<file path="src/rtl/uc_seq.sv">
// Microcoded-style control sequencer: decodes the fetched opcode into datapath
// control lines, tracks return-stack depth, and traps into HALT on faults.
module uc_seq (
  input  logic        clk,
  input  logic        reset,
  input  logic [5:0]  opcode,
  input  logic        z,
  output logic        s_inc,
  output logic        s_inm,
  output logic        s_rre,
  output logic        s_ret,
  output logic        we3,
  output logic        wez,
  output logic [2:0]  op,
  output logic        pc_en,
  output logic        halted,
  output logic        err,
  output logic [15:0] icount
);

  typedef enum logic {RUN, HALT} state_t;

  localparam logic [5:0] OP_J    = 6'b110000;
  localparam logic [5:0] OP_JZ   = 6'b110001;
  localparam logic [5:0] OP_JNZ  = 6'b110010;
  localparam logic [5:0] OP_JAL  = 6'b110011;
  localparam logic [5:0] OP_RET  = 6'b110100;
  localparam logic [5:0] OP_HALT = 6'b111111;
  localparam logic [2:0] DEPTH_MAX = 3'd4;

  state_t      state_reg, state_next;
  logic [2:0]  depth_reg;
  logic        err_reg;
  logic [15:0] icount_reg;

  logic is_alu, is_li, is_jal, is_ret, is_halt, is_illegal;
  logic trap, err_set;

  always_comb begin
    is_alu     = ~opcode[5];
    is_li      = (opcode[5:4] == 2'b10);
    is_jal     = (opcode == OP_JAL);
    is_ret     = (opcode == OP_RET);
    is_halt    = (opcode == OP_HALT);
    is_illegal = (opcode[5:4] == 2'b11) &&
                 !(opcode inside {OP_J, OP_JZ, OP_JNZ, OP_JAL, OP_RET, OP_HALT});
    trap       = is_halt || is_illegal ||
                 (is_jal && depth_reg == DEPTH_MAX) ||
                 (is_ret && depth_reg == 3'd0);
  end

  always_comb begin
    s_inc      = 1'b0;
    s_inm      = 1'b0;
    s_rre      = 1'b0;
    s_ret      = 1'b0;
    we3        = 1'b0;
    wez        = 1'b0;
    op         = 3'b000;
    pc_en      = 1'b0;
    err_set    = 1'b0;
    state_next = state_reg;

    case (state_reg)
      RUN: begin
        if (is_alu) begin
          we3   = 1'b1;
          wez   = 1'b1;
          s_inc = 1'b1;
          op    = opcode[4:2];
        end else if (is_li) begin
          we3   = 1'b1;
          s_inm = 1'b1;
          s_inc = 1'b1;
        end else begin
          case (opcode)
            OP_JZ:   s_inc = ~z;
            OP_JNZ:  s_inc = z;
            OP_JAL:  s_rre = 1'b1;
            OP_RET:  s_ret = 1'b1;
            default: s_inc = 1'b0;
          endcase
        end

        if (trap) begin
          // The faulting/halting instruction must not commit anything.
          s_inc      = 1'b1;
          s_rre      = 1'b0;
          s_ret      = 1'b0;
          we3        = 1'b0;
          wez        = 1'b0;
          op         = 3'b000;
          err_set    = ~is_halt;
          state_next = HALT;
        end else begin
          pc_en = 1'b1;
        end
      end
      HALT: begin
        s_inc = 1'b1;
      end
      default: state_next = RUN;
    endcase

    if (reset) begin
      pc_en = 1'b0;
      we3   = 1'b0;
      wez   = 1'b0;
    end
  end

  always_ff @(posedge clk) begin
    if (reset) begin
      state_reg  <= RUN;
      depth_reg  <= 3'd0;
      err_reg    <= 1'b0;
      icount_reg <= 16'd0;
    end else begin
      state_reg <= state_next;
      if (pc_en) begin
        icount_reg <= icount_reg + 16'd1;
        if (is_jal)
          depth_reg <= depth_reg + 3'd1;
        else if (is_ret)
          depth_reg <= depth_reg - 3'd1;
      end
      if (err_set)
        err_reg <= 1'b1;
    end
  end

  assign halted = (state_reg == HALT);
  assign err    = err_reg;
  assign icount = icount_reg;

endmodule

</file>
<file path="config.mk">
export PLATFORM = sky130hd
export DESIGN_NAME = uc_seq
export DESIGN_NICKNAME = d
export VERILOG_FILES = /design/src/rtl/uc_seq.sv
export SDC_FILE = /design/constraint.sdc
export NUM_CORES = 1
export LEC_CHECK = 0
export CAP_MARGIN = 20
export CORE_ASPECT_RATIO = 0.8
export CORE_MARGIN = 2
export CORE_UTILIZATION = 47
export DETAILED_ROUTE_END_ITERATION = 10
export GPL_ROUTABILITY_DRIVEN = 1
export PLACE_DENSITY = 0.78
export RECOVER_POWER = 50
export SLEW_MARGIN = 20
export SYNTH_ARGS = -nofsm -noshare
export SYNTH_HDL_FRONTEND = slang
export SYNTH_SLANG_ARGS = --single-unit
</file>
<file path="constraint.sdc">
create_clock -name clk -period 3.25 [get_ports clk]
set_clock_uncertainty 0.2 [all_clocks]
set_input_delay 0.65 -clock clk [delete_from_list [all_inputs] [get_ports clk]]
set_output_delay 0.65 -clock clk [all_outputs]
set_load 0.02 [all_outputs]
</file>
* After elaboration in Yosys (flattened, before gate mapping) *
Index checks and enable logic that the tools add are counted.

operators by class
  reductions and logical operators = 11
  divide/modulo/power cells = 0
  mux-type cells = 38
  magnitude comparators = 0
  add/subtract/negate cells = 3
  equality and inequality tests = 9
  shift-type cells = 0
  bitwise operators = 3
  multiply operators = 0

operators by type and width
  operator                 number
  $eq A6 B6 Y1 const B     6
  $mux W1                  31
  $add A16 B1 Y16 const B  1
  $mux W3                  5
  $reduce_bool A6 Y1       1
  $eq A2 B2 Y1 const B     2
  $pmux W1 S2              2
  $add A3 B1 Y3 const B    1
  $eq A3 B3 Y1 const B     1
  $logic_and A1 B1 Y1      3
  $logic_not A3 Y1         1
  $logic_or A1 B1 Y1       3
  $not A1 Y1               3
  $sub A3 B1 Y3 const B    1
  $reduce_and A2 Y1        1
  $reduce_bool A2 Y1       1
  $logic_not A1 Y1         1

storage, ports and cells
  bits in registers = 21
  memories = 0
  RAM bits = 0
  bits in read-only memories = 0
  bits in latches = 0
  input port bits = 9
  word-level logic and storage cells = 68

* Longest topological paths before layout *
Gate-level depths: netlist of the first run.

  word-level depth = 11
  mapped depth = 7
  depth with buffers taken out = 7

* Worst setup path before layout of the first run *
OpenSTA, ideal clock, no wires.

  kind = in2out
  start = in opcode[3]
  end = out op[0]
  buffers on the path = 1
  data arrival time = 2090 ps
  cell stages on the path = 5
  slack = 310 ps
  path through = nor3_1 o21bai_2 buf_2 or2_1 nor3b_1

between the ends
  cells in the longest elaborated chain, start to end = 9

ends and longest elaborated chain
  what                                    line  RTL
  from (decl)                             6     input logic [5:0] opcode,
  $eq A6 B6 Y1, on equally long branches  --
  $reduce_bool A6 Y1                      46    !(opcode inside {OP_J, OP_JZ, OP_JNZ, OP_JAL, OP_RET, OP_HALT});
  $logic_not A1 Y1                        46
  $logic_and A1 B1 Y1                     45    is_illegal = (opcode[5:4] == 2'b11) &&
  $logic_or A1 B1 Y1 (2 in series)        47    trap = is_halt || is_illegal ||
  $logic_or A1 B1 Y1 (*)                  48    (is_jal && depth_reg == DEPTH_MAX) ||
  $mux W3 (*)                             85    if (trap) begin
  $mux W3 (*)                             64    case (state_reg)
  to (decl)                               14    output logic [2:0] op,

Every way passes the cells marked *; elsewhere a longest branch is shown, timed or not.

* Worst setup path in the final report of the first run *
  start = in opcode[4]
  end = out op[2]

between the ends
  cells in the longest elaborated chain, start to end = 9

ends and longest elaborated chain
  what                                    line
  $eq A6 B6 Y1, on equally long branches  --
  $reduce_bool A6 Y1                      46
  $logic_not A1 Y1                        46
  $logic_and A1 B1 Y1                     45
  $logic_or A1 B1 Y1 (2 in series)        47
  $logic_or A1 B1 Y1                      48
  $mux W3 (*)                             85
  $mux W3 (*)                             64

Marked as above.

==> results of run 1 <==
[critical path, stage by stage]
cell,delay [ns]
clkdlybuf4s50_1,0.48
and3b_1,0.21
o211a_2,0.17
or2_1,0.30
nor3b_1,0.22
clkdlybuf4s15_2,0.29
[metrics by stage]
stage / std cells / TNS (ns) / setup slack (ns) / hold WS [ns]
after global placement: 240 / -2.35 / -0.372 / 0.235
final: 245 / 0 / 0.0806 / 0.257
after detailed placement: 240 / -2.85 / -0.455 / 0.241
after CTS: 245 / -0.00875 / -0.00875 / 0.264
after global routing: 245 / -0.000896 / -0.000896 / 0.302
after floorplan: 157 / 0 / 0.310 / 0.282
[metal layers]
metal  up-vias  wire length, um  GRT usage [%]
li1        703                -              -
met1       700             1660           29.9
met2        33             1740           36.0
met3         4              122           4.19
met4         0               32           7.97
met5         -                0              0
[synthesized netlist by cell type]
cell       instances  area share, %
ha_1               1           0.95
clkbuf_1           3           0.85
nor3_1             4            1.5
and4_1             3            2.0
or3_1              2           0.95
nor3b_1            8            4.6
dfxtp_1           21             32
a21oi_1           14            5.3
fa_1               1            1.5
or3b_2             2            1.3
and4b_1            1           0.76
o21ai_0            6            2.3
or4b_1             2            1.5
o21bai_2           1           0.85
o311ai_0           1           0.66
or2_1              1           0.48
nor4_1             3            1.4
nor4b_1            2            1.3
buf_2              4            1.5
nor2b_1            8            3.8
o211ai_1           2            1.1
inv_1              2           0.57
and2_1             2           0.95
nor2_1            13            3.7
a221oi_1           1           0.66
nand2_1            7            2.0
and3_1             3            1.4
nand3_1            5            1.9
nand4_1            2           0.95
mux2_2             6            5.1
a2111oi_0          1           0.66
and3b_1            3            2.0
buf_1              1           0.28
o31ai_1            9            5.1
buf_6              1           0.85
o211a_4            1            1.3
or4_1              9            5.1
a41oi_1            1           0.66
[power by group through the flow]
stage               clock [W]  sequential, W  combinational, W
finish               0.000130       0.000272          0.000123
detailed placement          0       0.000278          0.000127
floorplan                   0       0.000283         0.0000556
global placement            0       0.000277          0.000123
CTS                  0.000134       0.000272          0.000124
global route         0.000146       0.000274          0.000133
[repair_timing]
action / in CTS / in global routing
pin swaps: 1 / 0
setup buffers: 1 / 0
endpoints found under the setup margin: 9 / 7
resized for setup: 20 / 7
[logic make-up after synthesis]
kind of cell / Yosys count
AOI/OAI and AO/OA: 37
buffers and inverters: 11
adders and majority gates: 2
DFF: 21
muxes: 6
and+or+nand+nor: 80
[layout make-up]
type / instances / area, um^2 / area share (%)
multi-input cells: 125 / 855 / 46.3
repair buffers: 55 / 489 / 26.5
flip-flops and latches: 21 / 420 / 22.8
well taps: 38 / 47.5 / 2.57
clock buffers: 3 / 22.5 / 1.22
inverters: 2 / 7.51 / 0.407
clock inverters: 1 / 5.00 / 0.271
[worst paths after layout]
| check | start | end | cells past startpoint |
|---|---|---|---|
| hold reg to reg | err | err | 2 |
| setup reg to reg | depth_reg[2] | icount[15] | 5 |
| hold / removal | err | err | 2 |
| setup / recovery | opcode[4] | op[2] | 6 |
==> report_table.html, run 1 <==
<table>
<tr><th>Metric</th><th>Value</th></tr>
<tr><th colspan="2">Worst setup path</th></tr>
<tr><td>Data required time of the worst path</td><td>2.40 ns</td></tr>
<tr><td>Reg2Reg Setup Slack</td><td>1.04 ns</td></tr>
<tr><td>Max FO, Critical Path</td><td>5</td></tr>
<tr><td>Critical path type</td><td>primary input to primary output</td></tr>
<tr><td>Sort of element at the start of the critical path</td><td>primary input</td></tr>
<tr><td>Element type at the critical path end</td><td>primary output</td></tr>
<tr><td>Arrival time reported for the critical path endpoint</td><td>2.32 ns</td></tr>
<tr><th colspan="2">Routing</th></tr>
<tr><td>DRT Wirelength</td><td>3560 um</td></tr>
<tr><td>Antenna Violating Nets Remaining</td><td>0</td></tr>
<tr><td>Number of design rule violations left after detail routing</td><td>0</td></tr>
<tr><td>Total via count after detailed routing</td><td>1,440</td></tr>
<tr><td>DRT Pass-1 Iters</td><td>4</td></tr>
<tr><td>Detailed Route Iter0 Violations</td><td>149</td></tr>
<tr><td>Vias per inst</td><td>5.88</td></tr>
<tr><td>Average wire length per cell after detail routing</td><td>14.5 um</td></tr>
<tr><th colspan="2">Pwr</th></tr>
<tr><td>Clock power share</td><td>24.7%</td></tr>
<tr><td>Power Density</td><td>284 nW/um^2</td></tr>
<tr><td>Net load switching power</td><td>0.000158 W</td></tr>
<tr><td>Share of power burned in combinational logic</td><td>23.4%</td></tr>
<tr><td>P_int</td><td>0.000367 W</td></tr>
<tr><td>Static leakage</td><td>0.746 nW</td></tr>
<tr><td>Total power of the final layout</td><td>0.000525 W</td></tr>
<tr><td>Sequential share of power</td><td>51.9%</td></tr>
<tr><td>Switching share of power</td><td>30.1%</td></tr>
<tr><td>IR Drop Worst-Case VDD</td><td>185 uV</td></tr>
<tr><th colspan="2">Synthesis</th></tr>
<tr><td>Flip-flop and latch count after synthesis</td><td>21</td></tr>
<tr><td>Area share of and/or/nand/nor cells after synthesis</td><td>37.7%</td></tr>
<tr><td>Complex-gate fraction of the synthesized area</td><td>18.7%</td></tr>
<tr><td>Net count of the mapped netlist</td><td>168</td></tr>
<tr><td>XOR/XNOR share of the synthesized area</td><td>0%</td></tr>
<tr><td>Mux contribution to synthesized area</td><td>5.13%</td></tr>
<tr><td>Sequential area share after synthesis</td><td>31.9%</td></tr>
<tr><td>Combinational family with the most area after synthesis</td><td>simple AND/OR/NAND/NOR gates</td></tr>
<tr><td>Number of warning messages in the yosys log</td><td>0</td></tr>
<tr><td>Cells after Synth</td><td>157</td></tr>
<tr><td>Synth unique cells</td><td>38</td></tr>
<tr><td>Per-instance average area after synthesis</td><td>8.39 um^2</td></tr>
<tr><td>Synthesized cell area</td><td>1320 um^2</td></tr>
<tr><td>Adder-Cell Fraction of Synth Area</td><td>2.47%</td></tr>
<tr><th colspan="2">STA</th></tr>
<tr><td>Max-slew violation total from the final report</td><td>0</td></tr>
<tr><td>Final hold viol count</td><td>0</td></tr>
<tr><td>Timing-limited maximum frequency</td><td>316 MHz</td></tr>
<tr><td>Worst Tran Pin Value</td><td>0.631 ns</td></tr>
<tr><td>Count of endpoints failing setup in the final report</td><td>0</td></tr>
<tr><td>Relative slew slack</td><td>57.5%</td></tr>
<tr><td>Min Clock Period, post-route</td><td>3.17 ns</td></tr>
<tr><td>Final worst path period share</td><td>97.5%</td></tr>
<tr><th colspan="2">Floorplanning</th></tr>
<tr><td>Width of the die</td><td>63.2 um</td></tr>
<tr><td>I/O pin count</td><td>37</td></tr>
<tr><td>Number of core rows</td><td>17</td></tr>
<tr><td>Placeable core area</td><td>2720 um^2</td></tr>
<tr><td>Initial cell density of the core</td><td>48.4%</td></tr>
<tr><td>Die height</td><td>51.4 um</td></tr>
<tr><td>Die outline area</td><td>3250 um^2</td></tr>
<tr><th colspan="2">Clocking</th></tr>
<tr><td># H-tree levels</td><td>1</td></tr>
<tr><td>Clock sink total</td><td>21</td></tr>
<tr><td>Skew-Pair Late Insertion Delay</td><td>0.32 ns</td></tr>
<tr><td>TritonCTS clock tree</td><td>yes</td></tr>
<tr><td>Clock Path Buffers</td><td>2</td></tr>
<tr><td>Post-cts hold buffer count</td><td>0</td></tr>
<tr><td>Clock slew at reported path FFs</td><td>0.12 ns</td></tr>
<tr><td>Cell at the root of the clock tree</td><td>clkbuf_4</td></tr>
<tr><td>Total clock buffers created by CTS</td><td>3</td></tr>
<tr><th colspan="2">Placed design</th></tr>
<tr><td>Port bufs</td><td>36</td></tr>
<tr><td>Area of placed instances</td><td>1810 um^2</td></tr>
<tr><td>HPWL after detailed placement</td><td>2550 um</td></tr>
<tr><td>Final Wtd Congestion</td><td>0.891</td></tr>
<tr><th colspan="2">Layout</th></tr>
<tr><td>FILL cells</td><td>238</td></tr>
<tr><td>Number of nets in the final layout</td><td>219</td></tr>
<tr><td>Total non-filler cell area in the finished layout</td><td>1850 um^2</td></tr>
<tr><td>Most frequent standard cell in the layout excluding fill and tap cells</td><td>dfxtp_1</td></tr>
<tr><td>Inserted Diodes</td><td>0</td></tr>
<tr><td>Synth-to-layout area growth</td><td>40.2%</td></tr>
<tr><td>Ratio of cells with drive above 1 in the final layout</td><td>18.4%</td></tr>
<tr><td>Core occupancy in the finished layout</td><td>67.8%</td></tr>
<tr><td>Flip-flop count of the largest register after layout</td><td>16</td></tr>
<tr><td>Highest-count cells in the layout ignoring fill and taps</td><td>21 x dfxtp_1, 17 x dlygate4sd3_1, 17 x buf_4, 14 x a21oi_1, 12 x nor2_1</td></tr>
<tr><th colspan="2">GRT</th></tr>
<tr><td>Number of global-route vias before repair</td><td>1,233</td></tr>
<tr><td>Initial antenna violation count</td><td>0</td></tr>
<tr><td>First-pass GRT wire length</td><td>5700 um</td></tr>
<tr><td>Total global-route track usage</td><td>22.3%</td></tr>
<tr><td>Overflow after GRT</td><td>0</td></tr>
<tr><td>Maximum number of pins on one net before global-route repair</td><td>32</td></tr>
<tr><th colspan="2">Run status</th></tr>
<tr><td>Outcome</td><td>completed</td></tr>
<tr><th colspan="2">Min path</th></tr>
<tr><td>Hold Crit Class</td><td>flip-flop to flip-flop</td></tr>
<tr><th colspan="2">Flow run</th></tr>
<tr><td>Max-Cap Viols</td><td>0</td></tr>
</table>
Power figures use the tool's default switching activity.
==> run 2, diff against run 1 <==
==> constraint.sdc (replaced) <==
create_clock -name clk -period 3.25 [get_ports clk]
set_clock_uncertainty 0.2 [all_clocks]
set_input_delay 0.325 -clock clk [delete_from_list [all_inputs] [get_ports clk]]
set_output_delay 0.325 -clock clk [all_outputs]
set_load 0.02 [all_outputs]
==> run 2 against run 1 <==
  * Non-clock buffer count shrank 14
  * Combinational power is 9.8% lower
  * Worst setup slack better by 0.13 ns
  * Sequential power is essentially flat
  * Routed wire length down 8.5%
  * Count of clock-buffer cells in the layout is the same
  * Critical path type unchanged
==> report_table.html, run 2 (synthesis results as in run 1) <==
<table>
<tr><th>Metric</th><th>Value</th></tr>
<tr><th colspan="2">STA</th></tr>
<tr><td>Min Clock Period, post-route</td><td>3.04 ns (-0.125 ns)</td></tr>
<tr><td>Timing-limited maximum frequency</td><td>329 MHz (+4.1%)</td></tr>
<tr><td>Final hold viol count</td><td>0 (unchanged)</td></tr>
<tr><td>Relative slew slack</td><td>32.0% (-25 points)</td></tr>
<tr><td>RSZ-0062 raised after global routing</td><td>false</td></tr>
<tr><td>Worst Tran Pin Value</td><td>1.02 ns (+0.389 ns)</td></tr>
<tr><td>Minimum setup slack in the final design</td><td>0.206 ns (+0.125 ns)</td></tr>
<tr><td>Max-slew violation total from the final report</td><td>0 (unchanged)</td></tr>
<tr><td>Count of endpoints failing setup in the final report</td><td>0 (unchanged)</td></tr>
<tr><td>Final worst path period share</td><td>93.7% (-3.9 points)</td></tr>
<tr><td>Setup TNS</td><td>0 ns (unchanged)</td></tr>
<tr><th colspan="2">Floorplanning</th></tr>
<tr><td>Placeable core area</td><td>2720 um^2 (unchanged)</td></tr>
<tr><td>Die outline area</td><td>3250 um^2 (unchanged)</td></tr>
<tr><td>Number of core rows</td><td>17 (unchanged)</td></tr>
<tr><td>I/O pin count</td><td>37 (unchanged)</td></tr>
<tr><td>Die height</td><td>51.4 um (unchanged)</td></tr>
<tr><td>Width of the die</td><td>63.2 um (unchanged)</td></tr>
<tr><td>Initial cell density of the core</td><td>48.4% (unchanged)</td></tr>
<tr><th colspan="2">Clocking</th></tr>
<tr><td>Total clock buffers created by CTS</td><td>3 (unchanged)</td></tr>
<tr><td>TritonCTS clock tree</td><td>yes</td></tr>
<tr><td>Post-cts hold buffer count</td><td>0 (unchanged)</td></tr>
<tr><td>Clock sink total</td><td>21 (unchanged)</td></tr>
<tr><td>Skew-Pair Late Insertion Delay</td><td>0.31 ns (about the same)</td></tr>
<tr><td># H-tree levels</td><td>1 (unchanged)</td></tr>
<tr><td>Buffer count from post-CTS setup fixing</td><td>0 (-1)</td></tr>
<tr><td>Cell at the root of the clock tree</td><td>clkbuf_4</td></tr>
<tr><td>Clock Path Buffers</td><td>2 (unchanged)</td></tr>
<tr><td>Post-cts resize count</td><td>0 (-100%)</td></tr>
<tr><td>Clock slew at reported path FFs</td><td>0.12 ns (about the same)</td></tr>
<tr><th colspan="2">Layout</th></tr>
<tr><td>Area taken by multi-input logic gates</td><td>843 um^2 (-1.3%)</td></tr>
<tr><td>FILL cells</td><td>259 (+8.8%)</td></tr>
<tr><td>Synth-to-layout area growth</td><td>31.8%</td></tr>
<tr><td>Total non-filler cell area in the finished layout</td><td>1740 um^2 (-6.0%)</td></tr>
<tr><td>Inserted Diodes</td><td>0 (unchanged)</td></tr>
<tr><td>Flip-flop count of the largest register after layout</td><td>16 (unchanged)</td></tr>
<tr><td>Number of nets in the final layout</td><td>205 (-6.4%)</td></tr>
<tr><td>Ratio of cells with drive above 1 in the final layout</td><td>8.81% (-9.5 points)</td></tr>
<tr><td>Final Non-Filler Cells</td><td>231 (-5.7%)</td></tr>
<tr><td>Storage cell area</td><td>420 um^2 (unchanged)</td></tr>
<tr><td>Most frequent standard cell in the layout excluding fill and tap cells</td><td>dfxtp_1</td></tr>
<tr><td>Highest-count cells in the layout ignoring fill and taps</td><td>21 x dfxtp_1, 18 x clkdlybuf4s50_1, 18 x dlygate4sd3_1, 14 x a21oi_1, 13 x nor2_1</td></tr>
<tr><th colspan="2">GRT</th></tr>
<tr><td>Maximum number of pins on one net before global-route repair</td><td>30 (-6.3%)</td></tr>
<tr><td>Number of global-route vias before repair</td><td>1,192 (-3.3%)</td></tr>
<tr><td>Total global-route track usage</td><td>20.0% (-2.2 points)</td></tr>
<tr><td>Overflow after GRT</td><td>0 (unchanged)</td></tr>
<tr><td>First-pass GRT wire length</td><td>5290 um (-7.3%)</td></tr>
<tr><td>Initial antenna violation count</td><td>0 (unchanged)</td></tr>
<tr><th colspan="2">Placed design</th></tr>
<tr><td>HPWL after detailed placement</td><td>2420 um (-5.1%)</td></tr>
<tr><td>Post-place setup slack</td><td>0.205 ns (+0.660 ns)</td></tr>
<tr><td>Port bufs</td><td>36 (unchanged)</td></tr>
<tr><td>Final Wtd Congestion</td><td>0.875 (-1.7%)</td></tr>
<tr><td>Area of placed instances</td><td>1720 um^2 (-5.4%)</td></tr>
<tr><td>Number of cells in the design after placement</td><td>227 (-5.4%)</td></tr>
<tr><th colspan="2">Routing</th></tr>
<tr><td>Number of design rule violations left after detail routing</td><td>0 (unchanged)</td></tr>
<tr><td>Antenna Violating Nets Remaining</td><td>0 (unchanged)</td></tr>
<tr><td>Total via count after detailed routing</td><td>1,376 (-4.4%)</td></tr>
<tr><td>DRT Pass-1 Iters</td><td>4 (unchanged)</td></tr>
<tr><td>Detailed Route Iter0 Violations</td><td>86 (-42%)</td></tr>
<tr><td>Average wire length per cell after detail routing</td><td>14.1 um (-3.0%)</td></tr>
<tr><td>Vias per inst</td><td>5.96 (+1.3%)</td></tr>
<tr><td>DRT Wirelength</td><td>3250 um (-8.5%)</td></tr>
<tr><th colspan="2">Pwr</th></tr>
<tr><td>Static leakage</td><td>0.640 nW (-14%)</td></tr>
<tr><td>IR Drop Worst-Case VDD</td><td>221 uV (+20%)</td></tr>
<tr><td>Sequential share of power</td><td>53.3% (+1.4 points)</td></tr>
<tr><td>P_int</td><td>0.000359 W (-2.0%)</td></tr>
<tr><td>Switching share of power</td><td>29.6% (-0.45 points)</td></tr>
<tr><td>Net load switching power</td><td>0.000151 W (-4.1%)</td></tr>
<tr><td>Share of power burned in combinational logic</td><td>21.7% (-1.7 points)</td></tr>
<tr><td>Power Density</td><td>294 nW/um^2 (+3.5%)</td></tr>
<tr><td>Clock power share</td><td>25.1% (+0.4 points)</td></tr>
<tr><td>Total power of the final layout</td><td>0.000511 W (-2.7%)</td></tr>
<tr><th colspan="2">Worst setup path</th></tr>
<tr><td>Max FO, Critical Path</td><td>8 (+3)</td></tr>
<tr><td>Arrival time reported for the critical path endpoint</td><td>2.52 ns (+0.20 ns)</td></tr>
<tr><td>Element type at the critical path end</td><td>primary output</td></tr>
<tr><td>Data required time of the worst path</td><td>2.72 ns (+0.32 ns)</td></tr>
<tr><td>Critical path type</td><td>primary input to primary output</td></tr>
<tr><td>Sort of element at the start of the critical path</td><td>primary input</td></tr>
<tr><th colspan="2">Min path</th></tr>
<tr><td>Hold Crit Class</td><td>flip-flop to flip-flop</td></tr>
<tr><th colspan="2">Run status</th></tr>
<tr><td>Outcome</td><td>completed</td></tr>
<tr><th colspan="2">Flow run</th></tr>
<tr><td>Max-Cap Viols</td><td>0 (unchanged)</td></tr>
</table>
==> run 2: critical path, stage by stage <==
cell             delay [ns]
clkdlybuf4s50_1        0.59
and4b_1                0.24
o211a_4                0.25
or2_1                  0.28
nor3b_1                0.20
clkdlybuf4s50_1        0.63
==> run 2: metal layers <==
metal  GRT usage, %  part of all wire [%]  up-vias  wire length (um)
li1               -                     -      682                 -
met1           25.6                    47      663              1530
met2           35.8                    49       27              1600
met3           3.52                   2.9        4                94
met4           3.99                  0.71        0                23
met5              0                     0        -                 0
==> run 2: power by group through the flow <==
| stage | Clock, W | Combinational (W) | Sequential, W |
|---|---|---|---|
| finish | 0.000128 | 0.000111 | 0.000272 |
| CTS | 0.000132 | 0.000114 | 0.000272 |
| floorplan | 0 | 0.0000556 | 0.000283 |
| global route | 0.000144 | 0.000119 | 0.000273 |
| global placement | 0 | 0.000111 | 0.000278 |
| detailed placement | 0 | 0.000113 | 0.000278 |
==> run 2: layout make-up <==
| type | instances | area share, % |
|---|---|---|
| Multi-Input combinational cell | 125 | 48.6 |
| Sequential cell | 21 | 24.2 |
| Timing Repair Buffer | 41 | 22.5 |
| Tap cell | 38 | 2.74 |
| Clock buffer | 3 | 1.30 |
| Inverter | 2 | 0.432 |
| Clock inverter | 1 | 0.288 |
==> run 2: stage by stage <==
stage,util [%],hold WS (ns)
floorplan,-,0.282
global placement,63.1,0.237
detailed placement,63.1,0.241
CTS,64.1,0.264
global route,63.8,0.306
finish,63.8,0.262
==> run 2: final timing paths <==
kind / start / end / slack, ns / cells past startpoint
worst max-delay path: opcode[2] / op[0] / 0.21 / 6
worst min-delay path: err / err / 0.26 / 2
worst max register to register: depth_reg[2] / icount[12] / 0.57 / 5
worst min register to register: err / err / 0.26 / 2
